`config.mk`:
```
export PLATFORM = sky130hd
export DESIGN_NAME = rgb_fade_top_flat
export DESIGN_NICKNAME = d
export VERILOG_FILES = /design/src/rtl/rgb_fade_pkg.sv /design/src/rtl/rgb_fade_if.sv /design/src/rtl/rgb_fade_pwm_channel.sv /design/src/rtl/rgb_fade_top.sv /design/src/flat_wrapper.sv
export SDC_FILE = /design/constraint.sdc
export NUM_CORES = 1
export LEC_CHECK = 0
export CAP_MARGIN = 20
export CORE_MARGIN = 8
export CORE_UTILIZATION = 60
export CTS_CLUSTER_SIZE = 25
export DETAILED_ROUTE_END_ITERATION = 8
export GPL_ROUTABILITY_DRIVEN = 0
export PLACE_DENSITY = 0.77
export SYNTH_ARGS = -nofsm -noshare
export SYNTH_HDL_FRONTEND = slang
export SYNTH_SLANG_ARGS = --single-unit
```
`constraint.sdc`:
```
create_clock -name clk -period 4.4 [get_ports clk]
set_input_delay 0.88 -clock clk [delete_from_list [all_inputs] [get_ports clk]]
set_output_delay 0.88 -clock clk [all_outputs]
set_load 0.1 [all_outputs]
```
`src/rtl/rgb_fade_pkg.sv`:
```
// rtl/rgb_fade_pkg.sv - shared types and hue-phase ramp table for the RGB fader
package rgb_fade_pkg;

  typedef enum logic [2:0] {PH_0, PH_1, PH_2, PH_3, PH_4, PH_5} phase_t;

  typedef enum logic [1:0] {HOLD_LO, HOLD_HI, RISE, FALL} ramp_t;

  // Channel index: 0 = red, 1 = green, 2 = blue.
  function automatic ramp_t phase_ramp(phase_t ph, logic [1:0] ch);
    ramp_t r;
    r = HOLD_LO;
    case (ph)
      PH_0: r = (ch == 2'd0) ? HOLD_HI : (ch == 2'd1) ? RISE    : HOLD_LO;
      PH_1: r = (ch == 2'd0) ? FALL    : (ch == 2'd1) ? HOLD_HI : HOLD_LO;
      PH_2: r = (ch == 2'd0) ? HOLD_LO : (ch == 2'd1) ? HOLD_HI : RISE;
      PH_3: r = (ch == 2'd0) ? HOLD_LO : (ch == 2'd1) ? FALL    : HOLD_HI;
      PH_4: r = (ch == 2'd0) ? RISE    : (ch == 2'd1) ? HOLD_LO : HOLD_HI;
      PH_5: r = (ch == 2'd0) ? HOLD_HI : (ch == 2'd1) ? HOLD_LO : FALL;
      default: r = HOLD_LO;
    endcase
    return r;
  endfunction

endpackage

```
`src/rtl/rgb_fade_if.sv`:
```
// rtl/rgb_fade_if.sv - active-low RGB LED drive bundle
interface rgb_fade_if;
  logic RGB_R;
  logic RGB_G;
  logic RGB_B;

  modport master (output RGB_R, output RGB_G, output RGB_B);
  modport slave  (input  RGB_R, input  RGB_G, input  RGB_B);
endinterface

```
`src/rtl/rgb_fade_pwm_channel.sv`:
```
// rtl/rgb_fade_pwm_channel.sv - one registered active-low PWM comparator
module pwm_channel #(
  parameter int PWM_INTERVAL = 1200,
  localparam int DW = $clog2(PWM_INTERVAL + 1)
) (
  input  logic          clk,
  input  logic          rst,
  input  logic [DW-1:0] cnt,
  input  logic [DW-1:0] duty,
  output logic          pin_n
);

  always_ff @(posedge clk) begin
    if (rst) pin_n <= 1'b1;
    else     pin_n <= ~(cnt < duty);
  end

endmodule

```
`src/rtl/rgb_fade_top.sv`:
```
// rtl/rgb_fade_top.sv - HSV hue-wheel fader: PWM counter, step timer, phase FSM, duties
module rgb_fade_top
  import rgb_fade_pkg::*;
#(
  parameter int PWM_INTERVAL     = 1200,
  parameter int INC_DEC_INTERVAL = 10000,
  parameter int INC_DEC_MAX      = 200
) (
  input  logic       clk,
  input  logic       rst,
  rgb_fade_if.master led
);

  localparam int INC_DEC_VAL = PWM_INTERVAL / INC_DEC_MAX;
  localparam int DW = $clog2(PWM_INTERVAL + 1);
  localparam int SW = $clog2(INC_DEC_INTERVAL);
  localparam int IW = $clog2(INC_DEC_MAX);

  localparam logic [DW-1:0] FULL      = DW'(PWM_INTERVAL);
  localparam logic [DW-1:0] STEP      = DW'(INC_DEC_VAL);
  localparam logic [DW-1:0] CNT_LAST  = DW'(PWM_INTERVAL - 1);
  localparam logic [SW-1:0] TICK_LAST = SW'(INC_DEC_INTERVAL - 1);
  localparam logic [IW-1:0] IDX_LAST  = IW'(INC_DEC_MAX - 1);

  logic [DW-1:0] pwm_cnt;
  logic [SW-1:0] step_cnt;
  logic [IW-1:0] step_idx;
  logic [DW-1:0] duty [3];
  phase_t        phase, phase_nxt;
  ramp_t         ramp [3];
  logic          tick, phase_end;

  assign tick      = (step_cnt == TICK_LAST);
  assign phase_end = tick && (step_idx == IDX_LAST);

  always_ff @(posedge clk) begin
    if (rst) begin
      pwm_cnt  <= '0;
      step_cnt <= '0;
      step_idx <= '0;
    end else begin
      pwm_cnt  <= (pwm_cnt == CNT_LAST) ? '0 : pwm_cnt + DW'(1);
      step_cnt <= tick ? '0 : step_cnt + SW'(1);
      if (tick) step_idx <= phase_end ? '0 : step_idx + IW'(1);
    end
  end

  always_ff @(posedge clk) begin
    if (rst) phase <= PH_0;
    else     phase <= phase_nxt;
  end

  always_comb begin
    phase_nxt = phase;
    if (phase_end) begin
      case (phase)
        PH_0:    phase_nxt = PH_1;
        PH_1:    phase_nxt = PH_2;
        PH_2:    phase_nxt = PH_3;
        PH_3:    phase_nxt = PH_4;
        PH_4:    phase_nxt = PH_5;
        default: phase_nxt = PH_0;
      endcase
    end
  end

  always_comb begin
    for (int c = 0; c < 3; c++) ramp[c] = phase_ramp(phase, 2'(c));
  end

  // The last step of a phase lands exactly on the endpoint so rounding in
  // INC_DEC_VAL can never accumulate across phases.
  always_ff @(posedge clk) begin
    for (int c = 0; c < 3; c++) begin
      if (rst) begin
        duty[c] <= (c == 0) ? FULL : '0;
      end else if (tick) begin
        case (ramp[c])
          RISE:    duty[c] <= (phase_end || duty[c] > FULL - STEP) ? FULL : duty[c] + STEP;
          FALL:    duty[c] <= (phase_end || duty[c] < STEP) ? '0 : duty[c] - STEP;
          default: duty[c] <= duty[c];
        endcase
      end
    end
  end

  pwm_channel #(.PWM_INTERVAL(PWM_INTERVAL)) u_pwm_r (
    .clk(clk), .rst(rst), .cnt(pwm_cnt), .duty(duty[0]), .pin_n(led.RGB_R));
  pwm_channel #(.PWM_INTERVAL(PWM_INTERVAL)) u_pwm_g (
    .clk(clk), .rst(rst), .cnt(pwm_cnt), .duty(duty[1]), .pin_n(led.RGB_G));
  pwm_channel #(.PWM_INTERVAL(PWM_INTERVAL)) u_pwm_b (
    .clk(clk), .rst(rst), .cnt(pwm_cnt), .duty(duty[2]), .pin_n(led.RGB_B));

endmodule

```
`src/flat_wrapper.sv`:
```
// flat-port wrapper written by rule: the top's interface ports become plain ports
module rgb_fade_top_flat import rgb_fade_pkg::*;
#(
  parameter int PWM_INTERVAL     = 1200,
  parameter int INC_DEC_INTERVAL = 10000,
  parameter int INC_DEC_MAX      = 200
)
  (clk, rst, led_RGB_R, led_RGB_G, led_RGB_B);
  rgb_fade_if led_i ();
  input  logic clk;
  input  logic rst;
  output wire logic [$bits(led_i.RGB_R)-1:0] led_RGB_R;
  output wire logic [$bits(led_i.RGB_G)-1:0] led_RGB_G;
  output wire logic [$bits(led_i.RGB_B)-1:0] led_RGB_B;
  assign led_RGB_R = led_i.RGB_R;
  assign led_RGB_G = led_i.RGB_G;
  assign led_RGB_B = led_i.RGB_B;
  rgb_fade_top #(.PWM_INTERVAL(PWM_INTERVAL), .INC_DEC_INTERVAL(INC_DEC_INTERVAL), .INC_DEC_MAX(INC_DEC_MAX)) u_core (.clk(clk), .rst(rst), .led(led_i));
endmodule
```
==> flow_metrics.tcl <==
set metrics [dict create \
    cap_violations 0 \
    synth.net_count 581 \
    clock_latency_ns 0.35 \
    routed_wl_mm 10.7 \
    cts_buffers 9 \
    hpwlAfterDp_mm 7.65 \
    fillers 612 \
    h-tree-depth 3 \
    ant_nets 0 \
    final_cell_mix "50 x nor2_1, 40 x inv_1, 39 x ha_1, 39 x dfxtp_1, 36 x nand2_1" \
    die_area_mm2 0.0111 \
    worstHoldPathType "reg -> reg" \
    cts_tree "yes" \
    clock_path_buffers 2 \
    grt_max_degree 22 \
    hold_violations 0 \
    synthToLayoutAreaGrowth_pct 7.52 \
    layout_setup_ws_ns 1.65 \
    yosysWarnings 0 \
    synth-edff-count 30 \
    path_cells "ha_1, or3_4, or4_4, o22ai_4, nor2_4, a221oi_1, a21oi_1" \
    core_area_mm2 0.00773 \
    io_pins 5 \
    drv_slew 0 \
    clkSlewWorstSetupHoldPaths_ns 0.08 \
    io_buffers 4 \
    max_stage_delay_ns 0.49 \
    avgSynthCellArea_um2 8.85 \
    synth_flop_cell "dfxtp_1" \
    power_density_mw_per_mm2 283 \
    ctsHoldBuffers 0 \
    row_count 32 \
    seqCellArea_mm2 0.00168 \
    viasPerCell 6.28 \
    met1_usage 0.244 \
    post_cts_resized 0 \
    status "completed" \
    die_w_um 105 \
    peakVddDrop_v 0.000195 \
    final.setup.tns_ns 0 \
    cts_setup_buffers 0 \
    worst_path_max_delay_cell "edfxtp_1" \
    finalClockSkew_ns 0.00888 \
    clock-sinks 69 \
    grt_pass1_vias 3898 \
    pre_cts_ws_ns 1.45 \
    p_leak_nw 1.97 \
    async_reset_ff_frac 0 \
    top_usage_layer "met2" \
    drt_iter0_drc 271 \
    start_util 0.618 \
    ys_ff_latch 69 \
    antenna_cells 0 \
    wire_per_inst_um 16.5 \
    final_layout_size_suffix_gt1_frac 0.0679 \
    met3_usage 0.0438 \
    ys_types 64 \
    num_vias 4066 \
    cp_num_buf_inv 0 \
    rsz0062_at_grt "no" \
    grtUsageMet2 0.326 \
    setup_viol 0 \
    syn-cell-area_mm2 0.00478 \
    arrival_ns 2.83 \
    antenna_found_initial 0 \
    crit_family "simple AND/OR/NAND/NOR gates" \
    die_h_um 105 \
    clockRootBuffer "clkbuf_8" \
    final_common_cell "nor2_1" \
    drcViolationCount 0 \
    relSlewSlack 0.354 \
    fmax_mhz 364 \
    cp_max_fo 8 \
    postSynthCellCount 540 \
    grt_pass1_wl_mm 18.4 \
    worst_setup_path_start_kind "register" \
    tightest_slew_ns 0.966 \
    period_share 0.624 \
    cp-end-kind "register" \
    yosysSeqAreaShare 0.352 \
    fin_crit_ns 2.75 \
    crit_type "reg -> reg" \
    required_ns 4.48 \
    grt_overflow 0 \
    multi_input_area_mm2 0.00286 \
    firstDrtPassIters 5 \
    layout.nets 581 \
    grt_use_total 0.197 \
]
[Yosys cell counts (6+ instances only)]
| cell | number | area share |
|---|---|---|
| nor2_1 | 50 | 0.039 |
| inv_1 | 40 | 0.031 |
| dfxtp_1 | 39 | 0.16 |
| ha_1 | 39 | 0.10 |
| nand2_1 | 36 | 0.028 |
| a21oi_1 | 31 | 0.032 |
| edfxtp_1 | 30 | 0.19 |
| nand3_1 | 23 | 0.024 |
| xnor2_1 | 21 | 0.038 |
| xor2_1 | 19 | 0.035 |
| nor3_1 | 18 | 0.019 |
| o21a_1 | 18 | 0.028 |
| o21ai_0 | 17 | 0.018 |
| and3_1 | 15 | 0.020 |
| clkbuf_1 | 14 | 0.011 |
| nand4_1 | 10 | 0.013 |
| a211oi_1 | 9 | 0.014 |
| a221oi_1 | 8 | 0.015 |
| nor2b_1 | 7 | 0.0092 |
| o211ai_1 | 7 | 0.011 |
| and4_1 | 6 | 0.011 |
| o22ai_1 | 6 | 0.0079 |
[cell families (layout without fill, tap and decap cells)]
family	Yosys count	count (layout)	share of synthesized area
fa+ha+maj	39	39	0.102
compound gates	132	132	0.194
buf+inv	61	66	0.0505
simple gates	196	196	0.221
mux	3	3	0.00681
flops	69	69	0.352
xor+xnor	40	40	0.0733
[state kept, by name, summed over array words and instances (netlist names)]
register and cells:
u_core.duty 30, u_core.u_pwm_b.pin_n 1, u_core.step_idx 8, u_core.step_cnt 14, u_core.u_pwm_g.pin_n 1, u_core.u_pwm_r.pin_n 1, u_core.pwm_cnt 11, u_core.phase 3
[report_power, final]
part           switching, W  internal (W)
logic             0.0000792     0.0000500
registers         0.0000333      0.000688
clock network      0.000269      0.000335
[area by class of cell]
class,count,share of cell area
multi-input cells,410,0.557
flip-flops and latches,69,0.327
clock buffers,11,0.0339
inverters,41,0.0300
well taps,102,0.0248
repair buffers,9,0.0151
clock inverters,5,0.0117
[path summary, 6_finish.rpt]
| kind | start | end | slack (ns) | cells past startpoint |
|---|---|---|---|---|
| hold / removal | u_core.step_cnt[0] | u_core.step_cnt[0] | 0.45 | 1 |
| hold reg to reg | u_core.step_cnt[0] | u_core.step_cnt[0] | 0.45 | 1 |
| setup reg to reg | u_core.duty[0][1] | u_core.duty[0][8] | 1.65 | 7 |
| setup / recovery | u_core.duty[0][1] | u_core.duty[0][8] | 1.65 | 7 |
[per-stage QoR]
step | instance area [um^2] | hold slack (ns) | instances | power (W) | utilization
3_3_place_gp | 4900 | 0.423 | 631 | 0.000858 | 0.635
4_1_cts | 5140 | 0.448 | 647 | 0.00146 | 0.665
2_1_floorplan | 4780 | 0.413 | 540 | 0.000827 | -
3_5_place_dp | 4900 | 0.435 | 631 | 0.000863 | 0.635
6_report | 5140 | 0.451 | 647 | 0.00145 | 0.665
5_1_grt | 5140 | 0.478 | 647 | 0.00151 | 0.665
[per-layer routing]
metal  vias to the layer above  wire [um]
met3                        19        603
met2                       131       5170
met1                      1927       4710
met4                         0        184
met5                         -          0
li1                       1989          -
(Power assumes the default switching activity.)
